$ cat src/rtl/fd_pipe_skid.sv
// Fetch/decode pipeline register: 2-entry skid buffer with registered in_ready,
// flush, and a bank of saturating performance counters.

module fd_perf_ctr #(
   parameter int PERF_W = 32
) (
   input  logic              clk,
   input  logic              rst,
   input  logic              clear,
   input  logic              inc,
   output logic [PERF_W-1:0] count
);
   always_ff @(posedge clk or negedge rst) begin
      if (!rst)                                   count <= '0;
      else if (clear)                             count <= '0;
      else if (inc && (count != {PERF_W{1'b1}})) count <= count + 1'b1;
   end
endmodule

module fd_pipe_skid #(
   parameter int INSTR_W  = 32,
   parameter int PC_W     = 32,
   parameter int NUM_PERF = 6,
   parameter int PERF_W   = 32
) (
   input  logic                             clk,
   input  logic                             rst,
   input  logic                             in_valid,
   output logic                             in_ready,
   input  logic [INSTR_W-1:0]               in_instr,
   input  logic [PC_W-1:0]                  in_pc,
   output logic                             out_valid,
   input  logic                             out_ready,
   output logic [INSTR_W-1:0]               out_instr,
   output logic [PC_W-1:0]                  out_pc,
   input  logic                             flush,
   input  logic [NUM_PERF-4:0]              ext_event,
   input  logic                             perf_clear,
   output logic [NUM_PERF-1:0][PERF_W-1:0]  perf_count
);
   typedef struct packed {
      logic [INSTR_W-1:0] instr;
      logic [PC_W-1:0]    pc;
   } entry_t;

   entry_t inEnt, mainQ, skidQ;
   logic   mainValid, skidValid, mainValidNxt, skidValidNxt;
   logic   loadMainIn, loadMainSkid, loadSkid;
   logic   acc, deq;

   assign inEnt     = '{instr: in_instr, pc: in_pc};
   assign acc       = in_valid && in_ready;
   assign deq       = mainValid && out_ready;
   assign out_valid = mainValid;
   assign out_instr = mainQ.instr;
   assign out_pc    = mainQ.pc;

   // Skid only fills while main is full, so main-empty/skid-full never occurs.
   always_comb begin
      mainValidNxt = mainValid;
      skidValidNxt = skidValid;
      loadMainIn   = 1'b0;
      loadMainSkid = 1'b0;
      loadSkid     = 1'b0;
      if (flush) begin
         mainValidNxt = 1'b0;
         skidValidNxt = 1'b0;
      end else if (!mainValid) begin
         if (acc) begin
            mainValidNxt = 1'b1;
            loadMainIn   = 1'b1;
         end
      end else if (deq) begin
         if (skidValid) begin
            loadMainSkid = 1'b1;
            skidValidNxt = 1'b0;
         end else if (acc) begin
            loadMainIn   = 1'b1;
         end else begin
            mainValidNxt = 1'b0;
         end
      end else if (acc) begin
         loadSkid     = 1'b1;
         skidValidNxt = 1'b1;
      end
   end

   always_ff @(posedge clk or negedge rst) begin
      if (!rst) begin
         mainValid <= 1'b0;
         skidValid <= 1'b0;
         in_ready  <= 1'b1;
         mainQ     <= '0;
         skidQ     <= '0;
      end else begin
         mainValid <= mainValidNxt;
         skidValid <= skidValidNxt;
         in_ready  <= !skidValidNxt;
         if (loadMainIn)        mainQ <= inEnt;
         else if (loadMainSkid) mainQ <= skidQ;
         if (loadSkid)          skidQ <= inEnt;
      end
   end

   // Counter events: delivered, decode stall, flush, then external strobes.
   logic [NUM_PERF-1:0] perfEvent;
   assign perfEvent = {ext_event, flush, mainValid && !out_ready, deq};

   for (genvar g = 0; g < NUM_PERF; g++) begin : gCtr
      fd_perf_ctr #(.PERF_W(PERF_W)) uCtr (
         .clk   (clk),
         .rst   (rst),
         .clear (perf_clear),
         .inc   (perfEvent[g]),
         .count (perf_count[g])
      );
   end
endmodule

$ cat config.mk
export PLATFORM = sky130hd
export DESIGN_NAME = fd_pipe_skid
export DESIGN_NICKNAME = d
export VERILOG_FILES = /design/src/rtl/fd_pipe_skid.sv
export SDC_FILE = /design/constraint.sdc
export NUM_CORES = 1
export LEC_CHECK = 0
export CORE_ASPECT_RATIO = 1.75
export CORE_MARGIN = 2
export CORE_UTILIZATION = 45
export DETAILED_ROUTE_END_ITERATION = 8
export GPL_TIMING_DRIVEN = 0
export PLACE_DENSITY = 0.83
export SYNTH_ARGS = -nofsm -noshare
export SYNTH_HDL_FRONTEND = slang
export SYNTH_SLANG_ARGS = --single-unit
$ cat constraint.sdc
create_clock -name clk -period 2.1 [get_ports clk]
set_input_delay 0.21 -clock clk [delete_from_list [all_inputs] [get_ports clk]]
set_output_delay 0.21 -clock clk [all_outputs]
set_load 0.005 [all_outputs]
==> run metrics <==
PortBufs=approximately 330; I/O Pins=roughly 330; final core occ=65.90%; Initial DRT Pass Iterations=5; Critical Path Max Stage Delay=0.51 ns; RSZ-0062 raised after global routing=yes; Core Region=34460 um^2; critical path capture point type=register; Peak Freq=~450 MHz; Max Cap Viol=0; PnR worst setup slack=-0.1181 ns; M1 WL=18.11 mm; Synth Area in Compound Gates=13.35%; H-tree level count=2; Pint=11740 uW; max layer used=met5; synthesized area per cell=9.888 um^2; slowest CP cell=or4_4; Fin Hold WS=0.07839 ns; Final Cycle Share=105.6%; Final Hold Fails=0; peak supply drop=735.5 uV; Clock Skew=around 0.024 ns; Fill cells=2551; sequential-to-total area share from yosys stat=51.45%; DRT iter0 DRCs=1057; global-route usage over all layers=27.06%; first-pass GRT wire length=80.22 mm; Clock transition at path regs=around 0.070 ns; mux cell area share after synthesis=6.610%; Final Max Slew Viols=0; Netlist Area Pre-Place=about 16000 um^2; asr flop ratio synth=100.0%; Max Fanout on Critical Path=5; number of flops mapped to enable cells by yosys=0; minimum clock period=2.218 ns; Critical Path RT=~2.5 ns; status=complete, but fails checks; Synth Instances=between 1500 and 2000; initial core utilization=45.60%; total CTS buffers=34; Worst-Margin Slew=0.6818 ns; grt total ovfl=0; syn_nets=1668; num rows=90; vias=15590; area taken by multi-input logic gates=just under 8000 um^2; Gate power share=12.1%; Clock Latency Late Sink=0.53 ns; Post-Synth Adder-Cell Area=0.4778%; fin cells=approximately 2600; largest family of logic cells by synthesized area=simple AND/OR/NAND/NOR gates; min-delay worst type=primary input to register; Via density=6.080; Final ANT Viol Nets=0; leakage power=0.009141 uW; Flop pwr share=46.4%; area grow syn2layout=44.53%; Max Root-Sink Buffers=3; clock network fraction of total power=between 40% and 50%; count of cell types in the netlist=64; Sw Pwr=3770 uW; die width=145.2 um; CTS tree=done; DRT Wirelength=~55 mm; register area=between 8000 and 9000 um^2; met2 wire len=28.45 mm; Post-Synth Simple-Gate Area=23.10%; worst path buffer plus inverter count=1; vias in the first global route=15370; top_reg_cell synth=dfrtp_1; CP delay by family, top=simple AND/OR/NAND/NOR gates; post-DP HPWL=around 36 mm; DIE AREA=36480 um^2; commonest non-fill, non-tap cells in the layout=clkdlybuf4s50_1, dfrtp_1, nand2_1, buf_4, a21oi_1; crit start category=register; failing checks=negative setup slack; routed length per instance=21.28 um; largest net degree at the start of global routing=between 100 and 150; Synth Area in XOR/XNOR=2.397%; worst-case headroom to the max-slew limit=54.55%; routability cong.=0.9235; crit-path cells=nand3_2 > or3_1 > buf_6 > or4_4 > or3_4 > a21oi_2; pre-CTS worst setup slack=-0.8672 ns; die outline height=251.2 um; share of post-route cells with drive strength above 1=roughly a quarter; initial antenna violation count=3; commonest non-fill, non-tap cell in the layout=clkdlybuf4s50_1; CTS sink count=323; critical path arrival=approximately 2.7 ns; WL met3=slightly below 4 mm; Cell Pwr Density=682.8 nW/um^2; switching portion of total power=24.31%; Root Driver=clkbuf_16; register bit total from synthesis=323; warnings from Yosys=0; DRC errors left=0; Crit Path Category=register to register; nets=2163; Final Setup Violations=23; placed cells=2380
-- synthesized netlist by cell type (4+ instances only) --
master    count  area (um^2)
dfrtp_1     322         8058
nand2_1     201        754.5
a21oi_1     112        560.5
nor2_1       91        341.6
mux2_2       86        968.4
o21ai_0      84        420.4
or3_1        81        506.7
nand3_1      66        330.3
clkbuf_1     65        244.0
a22oi_1      63        473.0
nand4_1      43        269.0
and4_1       35        306.5
or4_1        35        262.8
o31ai_1      34        255.2
xnor2_1      29        254.0
inv_1        26        97.59
nor2b_1      24        150.1
and3_1       22        137.6
nor4_1       19        118.9
nor3_1       17        85.08
xor2_1       14        122.6
nand2b_1     12        75.07
a211oi_1      8        60.06
and2_1        8        50.05
buf_2         7        35.03
mux2i_1       7        70.07
a31oi_1       6        37.54
ha_1          6        75.07
o211ai_1      6        45.04
nor4b_1       5        43.79
a311oi_1      4        35.03
a31o_2        4        35.03
buf_1         4        15.01
-- sequential cells by signal (all words and copies together), names as in the netlist --
| signal | count |
|---|---|
| out_valid | 1 |
| out_pc | 32 |
| skidValid | 1 |
| skidQ | 64 |
| gCtr.uCtr.count | 192 |
| in_ready | 1 |
| out_instr | 32 |
-- kinds of logic after synthesis --
family | count (synthesis)
XOR/XNOR | 43
AND/OR/NAND/NOR | 679
AO/OA/AOI/OAI | 341
multiplexers | 93
adder cells (fa/ha/maj) | 6
buffers and inverters | 104
flip-flops | 323
-- power groups by stage --
stage               combinational (uW)  clock [uW]  sequential [uW]
global route                      2040        6770             7260
CTS                               1840        6530             7180
floorplan                          699           0             7220
finish                            1870        6440             7190
detailed placement                1770           0             7300
global placement                  1690           0             7270
-- through the flow --
stage          TNS [ns]  power (uW)  instance area (um^2)
3_3_place_gp   -4426.34        8962                 19640
3_5_place_dp    -191.88        9064                 19700
5_1_grt          -4.083       16070                 22710
4_1_cts         -0.3117       15550                 21680
2_1_floorplan   -0.8079        7924                 15770
6_report         -1.088       15510                 22710
-- cell type report --
class	count	area share [%]
Timing Repair Buffer	468	19.42
Multi-Input combinational cell	1165	35.00
Antenna cell	2	0.02204
Inverter	26	0.4298
Tap cell	460	2.535
Clock buffer	41	4.088
Clock inverter	13	0.9973
Buffer	66	1.631
Sequential cell	323	35.88
-- per-layer routing --
metal / GRT usage (%) / up-vias
met1: 27.20 / 7664
met2: 49.48 / 812
li1: - / 6832
met4: 17.73 / 2
met5: 0 / -
met3: 6.497 / 280
-- timing repair --
action / CTS / global route
gates resized for setup: 109 / 163
endpoints found under the setup margin: 294 / 233
pin swaps: 22 / 44
setup buffers: 68 / 66
endpoints found under the hold margin: 80 / 0
cloned: 1 / 4
hold buffers: 1 / 0
-- final timing paths --
kind,startpoint,end,slack (ns),depth (start not counted)
worst max register to register,gCtr[4].uCtr.count[6],gCtr[4].uCtr.count[30],-0.12,6
max in group asynchronous,rst,gCtr[4].uCtr.count[15],0.66,3
worst min register to register,out_instr[27],out_instr[27],0.48,2
min in group asynchronous,rst,gCtr[5].uCtr.count[23],0.27,2
worst min-delay path,flush,out_valid,0.08,2
worst max-delay path,gCtr[4].uCtr.count[6],gCtr[4].uCtr.count[30],-0.12,6
Note: power is estimated with default switching activity, not from simulation.
